==> src/rtl/branch_reservation_station.sv <==
// Reservation station for branch, JAL and JALR instructions. Entries wait
// for both source operands (captured at dispatch or snooped off the CDB),
// and the oldest ready entry is moved into a registered issue slot that
// feeds the branch ALU. A flush drops every pending entry.
module branch_reservation_station #(
    parameter int WIDTH   = 31,
    parameter int C_WIDTH = 7,
    parameter int DEPTH   = 4,
    parameter int TAG_W   = 4
) (
    input  logic               clk,
    input  logic               reset,
    input  logic               flush,
    input  logic               dispatchValid,
    input  logic               dispatchRdy1,
    input  logic               dispatchRdy2,
    input  logic [TAG_W-1:0]   dispatchTag1,
    input  logic [TAG_W-1:0]   dispatchTag2,
    input  logic [WIDTH:0]     dispatchVal1,
    input  logic [WIDTH:0]     dispatchVal2,
    input  logic [WIDTH:0]     dispatchPC,
    input  logic [WIDTH:0]     dispatchImm,
    input  logic [WIDTH:0]     dispatchPredPC,
    input  logic [C_WIDTH:0]   dispatchControl,
    input  logic [TAG_W-1:0]   dispatchRobTag,
    input  logic               cdbValid,
    input  logic [TAG_W-1:0]   cdbTag,
    input  logic [WIDTH:0]     cdbValue,
    input  logic               issueReady,
    output logic               rsFull,
    output logic               issueValid,
    output logic [WIDTH:0]     src1,
    output logic [WIDTH:0]     src2,
    output logic [WIDTH:0]     PC,
    output logic [WIDTH:0]     immExt,
    output logic [WIDTH:0]     predictedPC,
    output logic [C_WIDTH:0]   branchControl,
    output logic [TAG_W-1:0]   issueRobTag
);

    localparam int AW = (DEPTH > 1) ? $clog2(DEPTH) : 1;

    // entry storage
    logic [DEPTH-1:0]   valid_q;
    logic [DEPTH-1:0]   rdy1_q;
    logic [DEPTH-1:0]   rdy2_q;
    logic [TAG_W-1:0]   tag1_q   [DEPTH];
    logic [TAG_W-1:0]   tag2_q   [DEPTH];
    logic [WIDTH:0]     val1_q   [DEPTH];
    logic [WIDTH:0]     val2_q   [DEPTH];
    logic [WIDTH:0]     pc_q     [DEPTH];
    logic [WIDTH:0]     imm_q    [DEPTH];
    logic [WIDTH:0]     pred_q   [DEPTH];
    logic [C_WIDTH:0]   ctrl_q   [DEPTH];
    logic [TAG_W-1:0]   rob_q    [DEPTH];
    logic [AW-1:0]      age_q    [DEPTH];

    // issue register
    logic               issue_valid_q;
    logic [WIDTH:0]     src1_q;
    logic [WIDTH:0]     src2_q;
    logic [WIDTH:0]     pc_out_q;
    logic [WIDTH:0]     imm_out_q;
    logic [WIDTH:0]     pred_out_q;
    logic [C_WIDTH:0]   ctrl_out_q;
    logic [TAG_W-1:0]   rob_out_q;
    logic               rs_full_q;

    logic               sel_found;
    logic [AW-1:0]      sel_idx;
    logic [AW-1:0]      sel_age;
    logic               alloc_found;
    logic [AW-1:0]      alloc_idx;
    logic               issue_load;
    logic               disp_accept;
    logic               byp1;
    logic               byp2;
    logic [DEPTH-1:0]   wake1;
    logic [DEPTH-1:0]   wake2;
    logic [DEPTH-1:0]   free_mask;
    logic [DEPTH-1:0]   alloc_mask;
    logic [DEPTH-1:0]   valid_d;
    logic [AW-1:0]      age_inc;

    // Oldest-ready select: among entries with both operands, largest age wins.
    always_comb begin
        sel_found = 1'b0;
        sel_idx   = '0;
        sel_age   = '0;
        for (int i = 0; i < DEPTH; i++) begin
            if (valid_q[i] && rdy1_q[i] && rdy2_q[i] &&
                (!sel_found || (age_q[i] > sel_age))) begin
                sel_found = 1'b1;
                sel_idx   = AW'(i);
                sel_age   = age_q[i];
            end
        end
    end

    // Lowest free slot, taken from the occupancy before this edge so a slot
    // freed by issue in the same cycle is not reused until the next one.
    always_comb begin
        alloc_found = 1'b0;
        alloc_idx   = '0;
        for (int i = DEPTH - 1; i >= 0; i--) begin
            if (!valid_q[i]) begin
                alloc_found = 1'b1;
                alloc_idx   = AW'(i);
            end
        end
    end

    assign issue_load  = (!issue_valid_q || issueReady) && sel_found;
    assign disp_accept = dispatchValid && !rs_full_q && alloc_found;
    assign byp1        = !dispatchRdy1 && cdbValid && (cdbTag == dispatchTag1);
    assign byp2        = !dispatchRdy2 && cdbValid && (cdbTag == dispatchTag2);
    assign age_inc     = disp_accept ? AW'(1) : '0;

    // Per-entry wakeup matches, allocation/free masks and next occupancy.
    always_comb begin
        free_mask  = '0;
        alloc_mask = '0;
        wake1      = '0;
        wake2      = '0;
        if (issue_load)  free_mask[sel_idx]    = 1'b1;
        if (disp_accept) alloc_mask[alloc_idx] = 1'b1;
        for (int i = 0; i < DEPTH; i++) begin
            wake1[i] = cdbValid && !rdy1_q[i] && (tag1_q[i] == cdbTag);
            wake2[i] = cdbValid && !rdy2_q[i] && (tag2_q[i] == cdbTag);
        end
        valid_d = (valid_q & ~free_mask) | alloc_mask;
    end

    // Entry state. Ages are kept as a dense rank among occupied entries:
    // each dispatch ages everyone, and an issue pulls the entries older than
    // the issued one down by one, so a long-waiting entry never wraps.
    always_ff @(posedge clk or negedge reset) begin
        if (!reset) begin
            valid_q <= '0;
            rdy1_q  <= '0;
            rdy2_q  <= '0;
            for (int i = 0; i < DEPTH; i++) begin
                tag1_q[i] <= '0;
                tag2_q[i] <= '0;
                val1_q[i] <= '0;
                val2_q[i] <= '0;
                pc_q[i]   <= '0;
                imm_q[i]  <= '0;
                pred_q[i] <= '0;
                ctrl_q[i] <= '0;
                rob_q[i]  <= '0;
                age_q[i]  <= '0;
            end
        end else if (flush) begin
            valid_q <= '0;
            rdy1_q  <= '0;
            rdy2_q  <= '0;
            for (int i = 0; i < DEPTH; i++) begin
                age_q[i] <= '0;
            end
        end else begin
            valid_q <= valid_d;
            for (int i = 0; i < DEPTH; i++) begin
                if (alloc_mask[i]) begin
                    rdy1_q[i] <= dispatchRdy1 | byp1;
                    rdy2_q[i] <= dispatchRdy2 | byp2;
                    tag1_q[i] <= dispatchTag1;
                    tag2_q[i] <= dispatchTag2;
                    val1_q[i] <= byp1 ? cdbValue : dispatchVal1;
                    val2_q[i] <= byp2 ? cdbValue : dispatchVal2;
                    pc_q[i]   <= dispatchPC;
                    imm_q[i]  <= dispatchImm;
                    pred_q[i] <= dispatchPredPC;
                    ctrl_q[i] <= dispatchControl;
                    rob_q[i]  <= dispatchRobTag;
                    age_q[i]  <= '0;
                end else if (valid_q[i]) begin
                    if (wake1[i]) begin
                        rdy1_q[i] <= 1'b1;
                        val1_q[i] <= cdbValue;
                    end
                    if (wake2[i]) begin
                        rdy2_q[i] <= 1'b1;
                        val2_q[i] <= cdbValue;
                    end
                    if (issue_load && (age_q[i] > sel_age)) begin
                        age_q[i] <= age_q[i] + age_inc - AW'(1);
                    end else begin
                        age_q[i] <= age_q[i] + age_inc;
                    end
                end
            end
        end
    end

    // Issue slot: load the selected entry when empty or being drained,
    // otherwise hold steady while the ALU path stalls.
    always_ff @(posedge clk or negedge reset) begin
        if (!reset) begin
            issue_valid_q <= 1'b0;
            src1_q        <= '0;
            src2_q        <= '0;
            pc_out_q      <= '0;
            imm_out_q     <= '0;
            pred_out_q    <= '0;
            ctrl_out_q    <= '0;
            rob_out_q     <= '0;
        end else if (flush) begin
            issue_valid_q <= 1'b0;
        end else if (issue_load) begin
            issue_valid_q <= 1'b1;
            src1_q        <= val1_q[sel_idx];
            src2_q        <= val2_q[sel_idx];
            pc_out_q      <= pc_q[sel_idx];
            imm_out_q     <= imm_q[sel_idx];
            pred_out_q    <= pred_q[sel_idx];
            ctrl_out_q    <= ctrl_q[sel_idx];
            rob_out_q     <= rob_q[sel_idx];
        end else if (issueReady) begin
            issue_valid_q <= 1'b0;
        end
    end

    // Full flag reflects occupancy after this edge's dispatch and free.
    always_ff @(posedge clk or negedge reset) begin
        if (!reset) begin
            rs_full_q <= 1'b0;
        end else if (flush) begin
            rs_full_q <= 1'b0;
        end else begin
            rs_full_q <= &valid_d;
        end
    end

    assign rsFull        = rs_full_q;
    assign issueValid    = issue_valid_q;
    assign src1          = src1_q;
    assign src2          = src2_q;
    assign PC            = pc_out_q;
    assign immExt        = imm_out_q;
    assign predictedPC   = pred_out_q;
    assign branchControl = ctrl_out_q;
    assign issueRobTag   = rob_out_q;

endmodule

==> config.mk <==
export PLATFORM = sky130hd
export DESIGN_NAME = branch_reservation_station
export DESIGN_NICKNAME = d
export VERILOG_FILES = /design/src/rtl/branch_reservation_station.sv
export SDC_FILE = /design/constraint.sdc
export NUM_CORES = 2
export LEC_CHECK = 0
export CELL_PAD_IN_SITES_DETAIL_PLACEMENT = 0
export CELL_PAD_IN_SITES_GLOBAL_PLACEMENT = 2
export CORE_UTILIZATION = 39
export CTS_BUF_LIST = sky130_fd_sc_hd__clkbuf_16
export DETAILED_ROUTE_END_ITERATION = 6
export PLACE_DENSITY_LB_ADDON = 0.05
export SLEW_MARGIN = 20
export SYNTH_ARGS = -nofsm -noshare
export SYNTH_HDL_FRONTEND = slang
export SYNTH_SLANG_ARGS = --single-unit
==> constraint.sdc <==
create_clock -name clk -period 6.8 [get_ports clk]
set_clock_uncertainty 0.2 [all_clocks]
set_input_delay 1.36 -clock clk [delete_from_list [all_inputs] [get_ports clk]]
set_output_delay 1.36 -clock clk [all_outputs]
set_load 0.01 [all_outputs]
==> flow_metrics.env <==
export IMPL_cp_arrival_ns=6.62
export IMPL_crit_buf_inv=1
export IMPL_clockBufferDepth=3
export IMPL_cts_max_level=3
export IMPL_wl_per_cell_um=24.5
export IMPL_synth_nets=3809
export IMPL_final_hold_viol_count=0
export IMPL_initial_core_util_pct=39.6
export IMPL_p_clk_share_pct=34.1
export IMPL_ant_nets=0
export IMPL_cp_required_ns=7.24
export IMPL_synth_edff_count=0
export IMPL_ys_types=61
export IMPL_globalplace_congestion=0.798
export IMPL_cpMaxStageDelayCell="o21ai_0"
export IMPL_critical_path_max_stage_delay_ns=0.48
export IMPL_worst_slack_ns=0.614
export IMPL_dieArea_um2=107000
export IMPL_post_cts_buffers=0
export IMPL_io_pins=398
export IMPL_power_leakage_nw=22.2
export IMPL_max_slew_margin_pct=27.9
export IMPL_cts_resized=0
export IMPL_internal_power_mw=11.2
export IMPL_drt_first_iter_violations=1559
export IMPL_drv_cap=0
export IMPL_ir_drop_mv=0.212
export IMPL_synth_flop_cell="dfrtp_1"
export IMPL_avgSynthCellArea_um2=11.6
export IMPL_port_buffers=397
export IMPL_grt_total_usage_pct=24.3
export IMPL_critPathKind="reg -> reg"
export IMPL_cts_tree="done"
export IMPL_grt_max_degree=180
export IMPL_grt_pass1_vias=31825
export IMPL_ys_seq_elements=914
export IMPL_postCtsHoldBufs=0
export IMPL_die_h_um=327
export IMPL_cp_max_fo=5
export IMPL_syn_inst=3567
export IMPL_async_reset_ff_share_pct=100
export IMPL_status="finished, final reports clean"
export IMPL_clock_fmax_mhz=162
export IMPL_antenna_found_initial=23
export IMPL_seq_power_share_pct=46.4
export IMPL_die_w_um=327
export IMPL_power_switching_share_pct=28.0
export IMPL_vias=29611
export IMPL_setup_viol=0
export IMPL_startpoint_type="register"
export IMPL_crit_top_cell="o21ai_0"
export IMPL_final_cell_mix="dfrtp_1 (914), mux2_2 (466), clkdlybuf4s50_1 (396), nor2_1 (359), nand2_1 (273)"
export IMPL_wl_um=130000
export IMPL_drv_slew=0
export IMPL_finalCriticalPeriod_ns=6.19
export IMPL_stdcell_count=5301
export IMPL_rows=118
export IMPL_fin_tns_setup_ns=0
export IMPL_core_um2=104000
export IMPL_hold_class="reg -> reg"
export IMPL_synth_area_um2=41300
export IMPL_pre_cts_ws_ns=0.687
export IMPL_fill_cells=9552
export IMPL_rsz0062_at_grt="false"
export IMPL_grt_ovfl_total=0
export IMPL_end_kind="register"
export IMPL_cts_made_buffers=104
export IMPL_insertion_delay_ns=0.70
export IMPL_firstDrtPassIters=5
export IMPL_area_growth_pct=20.3
export IMPL_cts_root_buf="clkbuf_16"
export IMPL_fin_crit_sh_pct=91.0
export IMPL_ys_seq_area_share_pct=55.4
export IMPL_final_nets=4072
export IMPL_worst_pin_slew_ns=1.08
export IMPL_cts_sinks=914
export IMPL_grt_pass1_wl_um=199000
export IMPL_final_common_cell="dfrtp_1"
export IMPL_power_density_nw_per_um2=313
export IMPL_route_detailed_drc=0
export IMPL_vias_per_cell=5.59
export IMPL_yosys_warnings=0
export IMPL_drive_gt1_share_pct=18.2
export IMPL_path_clk_slew_ns=0.06
export IMPL_dp_hpwl_um=77600
export IMPL_p_sw_mw=4.36
export IMPL_crit_family="compound AO/OA/AOI/OAI gates"
export IMPL_combPwrFrac_pct=19.4
export IMPL_placedCellCount=5104
## stage by stage
| stage | cell area (µm²) | hold WS (ns) | util, % | power, mW |
|---|---|---|---|---|
| after floorplan | 41300 | 0.250 | - | 8.74 |
| after global placement | 46500 | 0.261 | 44.6 | 10.2 |
| after detailed placement | 46500 | 0.270 | 44.6 | 10.4 |
| after CTS | 49600 | 0.283 | 47.6 | 15.8 |
| after global routing | 49600 | 0.302 | 47.6 | 16.4 |
| final | 49700 | 0.278 | 47.6 | 15.6 |
## cells by family (layout without fill, tap and decap cells)
| kind of cell | count (synthesis) | count (layout) | share of synthesized area [%] |
|---|---|---|---|
| flip-flops | 914 | 914 | 55.4 |
| AO/OA/AOI/OAI | 836 | 836 | 13.6 |
| adder cells (fa/ha/maj) | 19 | 19 | 0.570 |
| other | 0 | 11 | 0 |
| buffers and inverters | 324 | 667 | 3.64 |
| multiplexers | 723 | 723 | 19.0 |
| AND/OR/NAND/NOR | 708 | 708 | 6.91 |
| XOR/XNOR | 43 | 43 | 0.913 |
## registers in the layout, indices dropped and copies added (netlist names)
name	flops
rdy2_q	4
age_q	8
rob_q	16
val1_q	128
ctrl_q	32
immExt	32
src2	32
issueRobTag	4
valid_q	4
tag1_q	16
PC	32
pc_q	128
tag2_q	16
src1	32
rdy1_q	4
predictedPC	32
issueValid	1
pred_q	128
val2_q	128
branchControl	8
rsFull	1
imm_q	128
## worst paths after layout
check,end,cells past startpoint,slack (ns),start
setup / recovery,age_q[3],27,0.61,rdy1_q[0]
hold / removal,val2_q[8],2,0.28,val2_q[8]
setup reg to reg,age_q[3],27,0.61,rdy1_q[0]
hold reg to reg,val2_q[8],2,0.28,val2_q[8]
max in group asynchronous,pc_q[25],2,4.38,reset
min in group asynchronous,val1_q[76],1,0.49,reset
## synth_stat cells, drive strengths merged, types with 9 or more instances
| master | n | area [µm²] |
|---|---|---|
| a21oi | 188 | 941 |
| a221oi | 174 | 1520 |
| a2bb2oi | 172 | 1510 |
| buf | 135 | 795 |
| clkbuf | 175 | 657 |
| dfrtp | 914 | 22900 |
| ha | 18 | 225 |
| inv | 13 | 48.8 |
| mux2 | 466 | 5250 |
| mux2i | 257 | 2570 |
| nand2 | 276 | 1040 |
| nand3 | 9 | 45.0 |
| nor2 | 366 | 1390 |
| nor2b | 10 | 62.6 |
| nor3 | 14 | 80.1 |
| o21ai | 269 | 1350 |
| xnor2 | 25 | 219 |
| xor2 | 18 | 158 |
## worst reg2reg max path, cell delays in order (launching register included)
cell       delay (ns)
dfrtp_1          0.40
and3_1           0.32
nand2_1          0.10
ha_1             0.29
nor2b_1          0.15
o21ai_0          0.22
a21oi_1          0.15
a32oi_1          0.26
ha_1             0.29
nor2b_1          0.13
o21ai_0          0.15
buf_4            0.16
nand2_1          0.05
nand2_1          0.11
nand2_1          0.08
o21ai_0          0.09
ha_1             0.26
nor2b_1          0.13
o21ai_0          0.48
a21oi_4          0.14
a22oi_1          0.44
ha_1             0.33
nor2b_1          0.13
o21ai_0          0.27
nor3_2           0.09
xor2_1           0.20
a2111oi_2        0.36
a41o_1           0.12
## power groups by stage
stage                     registers (mW)  logic, mW  clock network [mW]
final                               7.22       3.02                5.31
after global routing                7.36       3.33                5.66
after CTS                           7.23       3.07                5.47
after detailed placement            7.31       3.06                   0
after global placement              7.24       2.98                   0
after floorplan                     7.28       1.46                   0
## layout make-up
cell class / instances / area [µm²] / share of cell area [%]
Multi-Input combinational cell: 2329 / 17000 / 34.3
Timing Repair Buffer: 467 / 4750 / 9.58
Tap cell: 1380 / 1730 / 3.48
Antenna cell: 11 / 27.5 / 0.0554
Clock inverter: 82 / 569 / 1.15
Sequential cell: 914 / 22900 / 46.1
Clock buffer: 104 / 2600 / 5.24
Inverter: 14 / 52.6 / 0.106
## layer usage
metal / global-route usage [%] / vias up / share of wire, % / wire, µm
met3: 5.62 / 225 / 5.9 / 7660
li1: - / 13360 / - / -
met4: 7.47 / 24 / 2.6 / 3380
met5: 0 / - / 0.12 / 156
met1: 31.3 / 15264 / 43 / 55600
met2: 40.4 / 738 / 49 / 63000
Power figures use the tool's default switching activity.
==> variant: new RTL, same settings <==
The parameter `C_WIDTH` goes from 7 to 14.
--- a/src/rtl/branch_reservation_station.sv
+++ b/src/rtl/branch_reservation_station.sv
@@ -6,3 +6,3 @@
     parameter int WIDTH   = 31,
-    parameter int C_WIDTH = 7,
+    parameter int C_WIDTH = 14,
     parameter int DEPTH   = 4,
Interface: changed (resized branchControl and dispatchControl); port bits go from 398 to 412. The function was not compared with the original's and may differ.
==> variant against the unedited design <==
- largest cell class unchanged
- critical path type unchanged
- clock power up 4.1%
- count of clock-buffer cells in the layout is 6 higher
- area after synthesis increased by 3.1%
- routed wire length is 4.1% higher
- largest power group unchanged
- via count increased by 3.4%
- sequential cell count increased by 35
- worst setup slack got worse by 0.015 ns
- maximum frequency down 0.24%
- power up 1.8%
- first-iteration DRC count rose by 7.6%
- sequential power rose by 2%
- final area increased by 3.5%
- die area rose by 3.1%
==> variant: results (changes against the unedited design) <==
Iter 0 DRT Violations 1678 (+7.6%); initial antenna violation count 37 (+61%); routability cong. 0.794 (-0.48%); met3 wire len 6.35 mm (-17%); Synth top cells by count dfrtp_1 (949), mux2_2 (494), nor2_1 (370); dpl cell area 48000 um2 (+3.3%); total number of vias 30630 (+3.4%); design area 51400 um2 (+3.5%); LEAKAGE 24.3 nW (+9.4%); Wirelength per Cell 24.8 um (+1.4%); Yosys cell types 55 (-9.8%); PortBufs 411 (+3.5%); Initial Util 39.5% (-0.059 points); met2 wire length 66.6 mm (+5.8%); Peak VDD IR 0.216 mV (+1.8%); top cells by area, synth dfrtp_1 (56%), mux2_2 (13%), mux2i_1 (6.0%), a221oi_1 (3.7%), a2bb2oi_1 (3.7%); share of cells above drive strength 1 18.3% (+0.13 points); Fillers 9684 (+1.4%); worst slack, placed 0.724 ns (+0.0375 ns); ys flop type dfrtp_1; Top Layer Used met5; Num CTS Buffers 109 (+4.8%); Clk Latency, worst-skew pair 0.69 ns; largest net degree at the start of global routing 173 (-3.9%); Clock Pin Slew Worst Setup and Hold Paths 0.06 ns (about the same); nets@finish 4184 (+2.8%); number of global-route vias before repair 33040 (+3.8%); global-route wire length before repair 208 mm (+4.5%); sequential share of the synthesized area 55.8% (+0.38 points); wl on met1 58.6 mm (+5.3%); postcts setup bufs 0 (unchanged); DP HPWL 79.3 mm (+2.2%); GRT Util Overall 24.5% (+0.21 points); Post-CTS Resized 0 (unchanged); outcome finished, final reports clean; Async S/R FF share, synth 100% (unchanged); Worst Max-Slew Pin Slew 1.18 ns (+0.0971 ns); post-synthesis net count 3909 (+2.6%); Syn. warnings 0 (unchanged); CTS root buf clkbuf_16
[variant: area by class of cell]
cell class	instances	area share, %
diodes	13	0.0633
clock buffers	110	5.36
clock inverters	90	1.15
inverters	12	0.0877
multi-input cells	2387	34.1
flip-flops and latches	949	46.2
well taps	1403	3.42
repair buffers	476	9.62
[variant: cells by family after synthesis]
| kind of cell | synth area share (%) |
|---|---|
| xor+xnor | 0.947 |
| mux | 19.1 |
| compound gates | 13.6 |
| simple gates | 6.67 |
| flops | 55.8 |
| fa+ha+maj | 0.529 |
| buf+inv | 3.37 |
[variant: stage by stage]
stage / std cells / power (mW)
floorplan: 3660 / 8.84
global placement: 5227 / 10.3
detailed placement: 5227 / 10.4
CTS: 5427 / 16.1
global route: 5440 / 16.6
finish: 5440 / 15.8
[variant: layer usage]
metal	vias to the layer above	GRT usage [%]
met5	-	0
met4	30	7.32
met3	229	4.52
met2	760	41.4
met1	15867	31.8
li1	13744	-
[variant: critical path: cells and delay by family (launching register included)]
kind | cells | cell delay (ns)
AO/OA/AOI/OAI | 12 | 2.54
XOR/XNOR | 1 | 0.20
adder cells (fa/ha/maj) | 4 | 1.13
buffers and inverters | 2 | 0.33
flip-flops | 1 | 0.39
AND/OR/NAND/NOR | 10 | 1.35
[variant: final timing paths]
check / slack (ns) / depth (start not counted) / endpoint / start
worst max register to register: 0.60 / 29 / age_q[5] / rdy2_q[0]
worst max-delay path: 0.60 / 29 / age_q[5] / rdy2_q[0]
worst min-delay path: 0.28 / 2 / val2_q[22] / val2_q[22]
min in group asynchronous: 0.52 / 1 / PC[7] / reset
worst min register to register: 0.28 / 2 / val2_q[22] / val2_q[22]
max in group asynchronous: 4.20 / 2 / val2_q[82] / reset
[variant: power by group]
| group | switching [mW] | internal (mW) | leakage (nW) |
|---|---|---|---|
| sequential | 0.658 | 6.72 | 12.2 |
| clock | 2.36 | 3.17 | 1.75 |
| combinational | 1.30 | 1.63 | 10.4 |
| total | 4.32 | 11.5 | 24.3 |
